===== config.mk =====
export PLATFORM = sky130hd
export DESIGN_NAME = obstacle_gen
export DESIGN_NICKNAME = d
export VERILOG_FILES = /design/src/rtl/obstacle_gen.sv
export SDC_FILE = /design/constraint.sdc
export NUM_CORES = 1
export LEC_CHECK = 0
export CORE_MARGIN = 3
export CORE_UTILIZATION = 27
export CTS_BUF_LIST = sky130_fd_sc_hd__clkbuf_8
export CTS_CLUSTER_DIAMETER = 60
export CTS_CLUSTER_SIZE = 40
export DETAILED_ROUTE_END_ITERATION = 6
export PLACE_DENSITY = 0.45
export SLEW_MARGIN = 0
export SYNTH_ARGS = -nofsm -noshare
export SYNTH_HDL_FRONTEND = slang
export SYNTH_SLANG_ARGS = --single-unit

===== constraint.sdc =====
create_clock -name clk -period 2.25 [get_ports clk]
set_input_delay 0.225 -clock clk [delete_from_list [all_inputs] [get_ports clk]]
set_output_delay 0.225 -clock clk [all_outputs]
set_load 0.03 [all_outputs]

===== src/rtl/obstacle_gen.sv =====
// obstacle_gen: scrolling pipe-obstacle column generator with LFSR-placed gaps
module obstacle_gen #(
  parameter int TICK_DIV = 12_500_000,
  parameter int GAP_H    = 4,
  parameter int PIPE_W   = 2,
  parameter int SPACING  = 6
) (
  input  logic        clk,
  input  logic        reset,
  input  logic        run,
  input  logic        hold,
  output logic [15:0] column,
  output logic        shift_en,
  output logic [7:0]  pipe_count
);
  localparam int TW   = $clog2(TICK_DIV);
  localparam int CMAX = PIPE_W > SPACING ? PIPE_W : SPACING;
  localparam int CW   = $clog2(CMAX + 1);
  localparam logic [4:0]  MAXLO    = 5'(16 - GAP_H);
  localparam logic [15:0] GAP_MASK = 16'((32'd1 << GAP_H) - 32'd1);
  typedef enum logic [1:0] {IDLE, PIPE, SPACE} state_t;
  state_t          state, state_n;
  logic [7:0]      lfsr, lfsr_n, count_n;
  logic [TW-1:0]   tick_cnt, tick_n;
  logic [CW-1:0]   col_cnt, col_n;
  logic [15:0]     column_n, pipe_col;
  logic [4:0]      raw, gap_lo;
  logic            start;
  assign raw      = {1'b0, lfsr[3:0]};
  assign gap_lo   = raw > MAXLO ? raw - MAXLO - 5'd1 : raw;
  assign pipe_col = ~(GAP_MASK << gap_lo);
  assign shift_en = (state != IDLE) && !hold && (tick_cnt == TW'(TICK_DIV - 1));
  always_ff @(posedge clk) begin
    if (reset) begin
      state      <= IDLE;
      lfsr       <= 8'hA5;
      tick_cnt   <= '0;
      col_cnt    <= '0;
      column     <= '0;
      pipe_count <= '0;
    end else begin
      state      <= state_n;
      lfsr       <= lfsr_n;
      tick_cnt   <= tick_n;
      col_cnt    <= col_n;
      column     <= column_n;
      pipe_count <= count_n;
    end
  end
  always_comb begin
    state_n  = state;
    lfsr_n   = lfsr;
    tick_n   = tick_cnt;
    col_n    = col_cnt;
    column_n = column;
    count_n  = pipe_count;
    start    = 1'b0;
    if (!run) begin
      state_n  = IDLE;
      tick_n   = '0;
      col_n    = '0;
      column_n = '0;
    end else if (state == IDLE) begin
      start = 1'b1;
    end else if (!hold) begin
      tick_n = shift_en ? '0 : tick_cnt + 1'b1;
      if (shift_en) begin
        col_n = col_cnt + 1'b1;
        if (state == PIPE && col_cnt == CW'(PIPE_W - 1)) begin
          state_n  = SPACE;
          col_n    = '0;
          column_n = '0;
        end else if (state == SPACE && col_cnt == CW'(SPACING - 1)) begin
          start = 1'b1;
          col_n = '0;
        end
      end
    end
    if (start) begin
      state_n  = PIPE;
      column_n = pipe_col;
      lfsr_n   = {lfsr[6:0], lfsr[7] ^ lfsr[5] ^ lfsr[4] ^ lfsr[3]};
      count_n  = pipe_count + 8'd1;
    end
  end
endmodule


==> impl_results.md, run 1 <==
* Multiplexer share of the synthesized area at under 10%
* Worst vdd ir at around 0.00033 V
* Area delta synth->final at 22.1%
* Core region area at about 0.011 mm2
* CP Max Fanout at 16
* Die Area at between 0.01 and 0.015 mm2
* Final worst path period need at around 2000 ps
* Clock Skew at 10.7 ps
* CP startpoint kind: register
* Pleak at approximately 1.3 nW
* ANT cells at 0
* Simple-gate share of the synthesized area at between 20% and 30%
* CTS tree: yes
* NetSw at roughly 0.7 mW
* Hold wc startpoint: lfsr[6]
* Syn_area_per_cell at about 8.5 um2
* Status: finished clean
* Ys Warns at 0
* PwrDens at between 600 and 700 mW/mm2
* Worst hold path depth at 2
* # IOs at 29
* Cell Area, Synth at roughly 0.0031 mm2
* Reg-to-reg slack, setup at 230 ps
* Number of nets in the layout at 415
* Area share of xor/xnor cells in the synthesized design at around 7.6%
* DRC viols at 0
* Overall Global Routing Usage at 12.1%
* IO buf count at 28
* Share of the synthesized area in the top cell type at about two fifths
* Seq pwr share at between 40% and 50%
* Synth Area in Adders at between 2 and 3%
* Die width at about 110 um
* WHS at between 400 and 500 ps
* Final Hold Viols at 0
* Seq/Total Area, Yosys at 39.2%
* Antenna violations before repair at 0
* Clock Sinks at between 60 and 70
* Max Freq at around 500 MHz
* Setup crit end kind: register
* Count of hold-fix buffers inserted at cts at 0
* Count leader, synth: dfxtp_1
* Slew Viols, Final at 0
* Num CTS Buffers at 9
* Clock-pin slew on the worst setup and hold paths at 60 ps
* Clock buffer depth at 2
* Part of the power in combinational logic at 16.0%
* First DRT Iteration DRCs at 103
* Least-Margin Pin Slew at approximately 800 ps
* Total congestion overflow at 0
* Reg2reg end: column[5]
* RSZ-0062 raised after global routing: false
* CP required at roughly 2500 ps
* FP Rows at 38
* Synth area leader: dfxtp_1
* Number of gates resized after cts at 0
* Final Setup Violations at 0
* Post-synth top flop: dfxtp_1
* HPWL reported at the end of detailed placement at slightly above 5000 um
* Synth Area in Compound Gates at between 15 and 20%
* Top post-synthesis cells by area: dfxtp_1 39%, nor2_1 6.3%, xnor2_1 6.2%
* R2r worst-path depth at 6
* Post-synth EDFFs at 0
* Synthesized Nets at about 380
* Async SR Flop Fraction at 0%
* Sw Share at 27.5%
* First-pass GRT wire length at approximately 13000 um
* Post-synthesis register bit count at 61
* Cells after synthesis at 366
* Max_slew headroom at 46.7%
* ANT nets after route at 0
* Via density per instance at 4.81
* DR vias at about 2600
* Post-Route WL at about 7300 um
* Initial core utilization at between 20% and 30%
* Worst Hold Class: reg -> reg
* Setup Crit Path Kind: reg -> reg
* Clock root buffer: clkbuf_8
* Internal power at around 1.8 mW
* Largest family of logic cells by synthesized area: simple AND/OR/NAND/NOR gates
* H-tree depth at 3
* Most frequent cells after synthesis: 61 x dfxtp_1, 52 x nor2_1, 38 x nand2_1
* Clk pwr share at between 30% and 40%
* Routed len/inst at about 13 um
* Clk_lat worst skew at between 300 and 400 ps
* Final Power at 2.52 mW
* Drt pass-1 iters at 4
* Number of global-route vias before repair at 2531
* Max-Cap Viols at 0
* Layout cell share with drive strength beyond 1 at a little over a tenth
* Worst Hold End: lfsr[6]
* Period utilization at between 80% and 90%
* Largest net degree at the start of global routing at 24
* Crit path DAT at between 2000 and 2500 ps
* Worst R2R Start: col_cnt[1]
* # Post-CTS Setup Buffers at 0
* Die height at 113 um
* Netlist cell types at 54
* GPL Wtd Cong at 0.759
## power groups by stage
stage	Combinational [mW]	Sequential (mW)	Clock [mW]
final	0.404	1.16	0.961
after global placement	0.404	1.18	0
after detailed placement	0.405	1.18	0
after global routing	0.449	1.16	1.05
after floorplan	0.220	1.23	0
after CTS	0.407	1.16	1.00
## worst max-delay path: stages, from the launching register on
cell      delay, ps
dfxtp_1         330
inv_1            60
ha_1            210
nand3b_1        180
o21ai_0         180
a211oi_4        740
a22o_1          250
## per-layer routing
metal | part of all wire (%) | global-route usage [%] | wire (um)
met1 | 53 | 17.4 | 3840
met2 | 43 | 17.4 | 3100
met3 | 3.6 | 3.50 | 264
met4 | 1.2 | 3.61 | 90
met5 | 0 | 0 | 0
## state kept, by name, indices dropped and copies added, names as in the netlist
signal,count
col_cnt,3
lfsr,8
tick_cnt,24
state,2
pipe_count,8
column,16
## layout make-up
cell class              instances  area, um2
fillers                      1166       7230
multi-input cells             276       1740
flip-flops and latches         61       1220
repair buffers                 44        423
well taps                     140        175
clock buffers                  10        138
clock inverters                 6       55.1
inverters                      12       47.5
## metrics by stage
stage / util [%] / setup WS (ps) / std cells / setup TNS, ps / area, um2
after CTS: 34.5 / 232 / 549 / 0 / 3800
final: 34.5 / 233 / 549 / 0 / 3800
after floorplan: - / 213 / 366 / 0 / 3110
after global placement: 32.7 / 3.56 / 533 / 0 / 3610
after detailed placement: 32.7 / -39.9 / 533 / -417 / 3610
after global routing: 34.5 / 65.8 / 549 / 0 / 3800
## worst max-delay path by stage
stage	startpoint	end	slack (ps)
6_report	col_cnt[1]	column[5]	230
5_1_grt	col_cnt[1]	column[3]	70
4_1_cts	col_cnt[1]	column[5]	230
3_5_place_dp	hold	column[1]	-40
2_1_floorplan	lfsr[0]	column[5]	210
3_3_place_gp	hold	column[4]	4
## logic make-up (layout without fill, tap and decap cells)
kind of cell / count (synthesis) / in the layout
adders and majority gates: 7 / 7
buffers and inverters: 29 / 72
muxes: 4 / 4
AOI/OAI and AO/OA: 68 / 68
xor gates and xnor gates: 27 / 27
and+or+nand+nor: 170 / 170
DFF: 61 / 61
## cells in the final DEF (no fill, tap or decap), types with 4 or more instances in the layout
master	synthesis	final
nand2b_1	4	4
xnor2_1	22	22
o21ai_0	16	16
buf_4	1	15
clkbuf_8	0	10
nand4_1	4	4
and3_1	5	5
nand3_1	13	13
and4_1	5	5
nor2b_1	6	6
a22o_1	13	13
xor2_1	5	5
ha_1	7	7
nor2_1	52	52
nor4_1	6	6
dfxtp_1	61	61
inv_1	11	13
or3_1	6	6
nand2_1	38	38
nor3_1	13	13
a21oi_1	20	20
clkdlybuf4s50_1	0	27
(Power assumes the default switching activity.)
==> run 2: changes to the inputs <==
--- a/config.mk
+++ b/config.mk
@@ -5,14 +5,17 @@
 export SDC_FILE = /design/constraint.sdc
 export NUM_CORES = 1
 export LEC_CHECK = 0
+export CAP_MARGIN = 20
 export CORE_MARGIN = 3
 export CORE_UTILIZATION = 27
 export CTS_BUF_LIST = sky130_fd_sc_hd__clkbuf_8
 export CTS_CLUSTER_DIAMETER = 60
 export CTS_CLUSTER_SIZE = 40
 export DETAILED_ROUTE_END_ITERATION = 6
-export PLACE_DENSITY = 0.45
+export DONT_BUFFER_PORTS = 1
+export PLACE_DENSITY = 0.41
 export SLEW_MARGIN = 0
 export SYNTH_ARGS = -nofsm -noshare
 export SYNTH_HDL_FRONTEND = slang
 export SYNTH_SLANG_ARGS = --single-unit
+export TNS_END_PERCENT = 100
==> impl_results.md, run 2 (synthesis results as in run 1) <==
* Layout cell share with drive strength beyond 1 at between 8 and 9%
* Final Hold Viols at 0
* Setup crit end kind: register
* Reg2reg end: column[3]
* Max Freq at approximately 480 MHz
* First DRT Iteration DRCs at 90
* Biggest regs: tick_cnt x24, column x16
* # IOs at 29
* Clk_lat worst skew at between 300 and 400 ps
* ANT cells at 0
* Dpl cells at between 400 and 500
* Number of flip-flops in the largest register at 24
* Reg with most FFs: tick_cnt
* Period utilization at 93.1%
* CP startpoint kind: register
* Num CTS Buffers at 9
* Register area at 0.00122 mm2
* Total congestion overflow at 0
* ANT nets after route at 0
* Area of the multi-input gates at between 0.0015 and 0.002 mm2
* Clock Sinks at between 60 and 70
* Setup TNS at 0 ps
* Worst R2R Start: state[0]
* Crit path cell chain: o21ba_4 -> and4_4 -> nand3_4 -> inv_4 -> a211oi_4 -> a22o_1
* Routed len/inst at about 14 um
* Slowest Stage Delay on Critical Path at ~670 ps
* DRC viols at 0
* Clock root buffer: clkbuf_8
* Max-Cap Viols at 0
* IO buf count at 0
* Largest net degree at the start of global routing at 22
* Filler instances at between 1000 and 1500
* Cell family with the largest share of critical-path delay: compound AO/OA/AOI/OAI gates
* PwrDens at between 700 and 800 mW/mm2
* Number of global-route vias before repair at 2307
* Post-Route WL at roughly 7200 um
* Least-Margin Pin Slew at around 760 ps
* Clock buffer depth at 2
* Slowest library cell on the worst path: a211oi_4
* Initial core utilization at 28.2%
* Number of nets in the layout at 380
* CP Capture Point: column[3]
* Crit path DAT at 2390 ps
* Die height at around 110 um
* H-tree depth at 3
* HPWL reported at the end of detailed placement at around 5000 um
* Core region area at 0.0110 mm2
* Via density per instance at 4.87
* Most frequent cells in the layout: 61 x dfxtp_1, 52 x nor2_1, 38 x nand2_1, 22 x xnor2_1, 20 x a21oi_1
* Overall Global Routing Usage at 12.0%
* CP required at 2540 ps
* GPL Wtd Cong at approximately 0.76
* Most common cell after layout, fill and taps aside: dfxtp_1
* # Post-CTS Setup Buffers at 0
* CP Max Fanout at 16
* Worst Hold Class: in -> reg
* Worst vdd ir at 0.000281 V
* FP Rows at 38
* Antenna violations before repair at 0
* Clock-pin slew on the worst setup and hold paths at about 70 ps
* Pleak at 1.19 nW
* Stages on worst setup path at 6
* Crit path from: state[0]
* RSZ-0062 raised after global routing: false
* Reg-to-reg slack, setup at 160 ps
* Drt pass-1 iters at 4
* Die width at roughly 110 um
* Clock Skew at ~13 ps
* CTS tree: yes
* Max_slew headroom at slightly below 50%
* Area delta synth->final at 10.8%
* Status: finished clean
* Hold wc startpoint: reset
* Final Setup Violations at 0
* Slew Viols, Final at 0
* WP buf/inv at 1
* DR vias at 2492
* Post-Layout Cell Count at about 510
* Final worst path period need at 2090 ps
* Die Area at 0.0129 mm2
* First-pass GRT wire length at 12100 um
* Setup Crit Path Kind: reg -> reg
* R2r worst-path depth at 6
run 2: cell types whose count changed in the layout (fill, tap and decap cells not counted):
cell	previous run	this run
dlygate4sd3_1	0	1
clkinvlp_4	1	0
buf_12	2	1
buf_4	15	7
clkdlybuf4s50_1	27	0
clkinv_2	2	1
run 2: worst min-delay path by stage:
stage / slack, ps / cells after the start / endpoint
after floorplan: 410 / 3 / state[1]
after global placement: 300 / 1 / pipe_count[5]
after detailed placement: 300 / 1 / pipe_count[5]
after CTS: 8 / 2 / lfsr[7]
after global routing: 20 / 2 / lfsr[7]
final: 40 / 2 / lfsr[7]
run 2: power by group:
part,switching [mW],internal [mW]
registers,0.0877,1.12
clock network,0.423,0.519
logic,0.159,0.117
total,0.669,1.76
run 2: what timing repair did:
| item | 4_1_cts | 5_1_grt |
|---|---|---|
| hold endpoints to repair | 10 | 0 |
| gates resized for setup | 0 | 0 |
| hold buffers | 1 | 0 |
| setup endpoints to repair | 0 | 0 |
run 2: through the flow:
step	setup slack (ps)	total power [mW]	hold slack [ps]	cell area, um2	utilization [%]
after detailed placement	148	1.51	302	3260	29.5
final	156	2.43	37.9	3450	31.3
after global placement	201	1.51	301	3260	29.5
after CTS	132	2.48	7.71	3450	31.3
after global routing	3.91	2.56	23.1	3450	31.3
after floorplan	213	1.45	407	3110	-
run 2: final cells by class:
type                    count  share of cell area, %
inverters                  12                   1.38
flip-flops and latches     61                   35.4
clock inverters             4                   1.23
multi-input cells         276                   50.5
clock buffers              10                   3.99
repair buffers              9                   2.39
well taps                 140                   5.08
run 2: metal layers:
layer	GRT usage [%]	routed length [um]	vias to the layer above
li1	-	-	1292
met1	16.8	3710	1158
met2	16.4	3060	29
met3	4.08	320	13
met4	5.53	145	0
met5	0	0	-
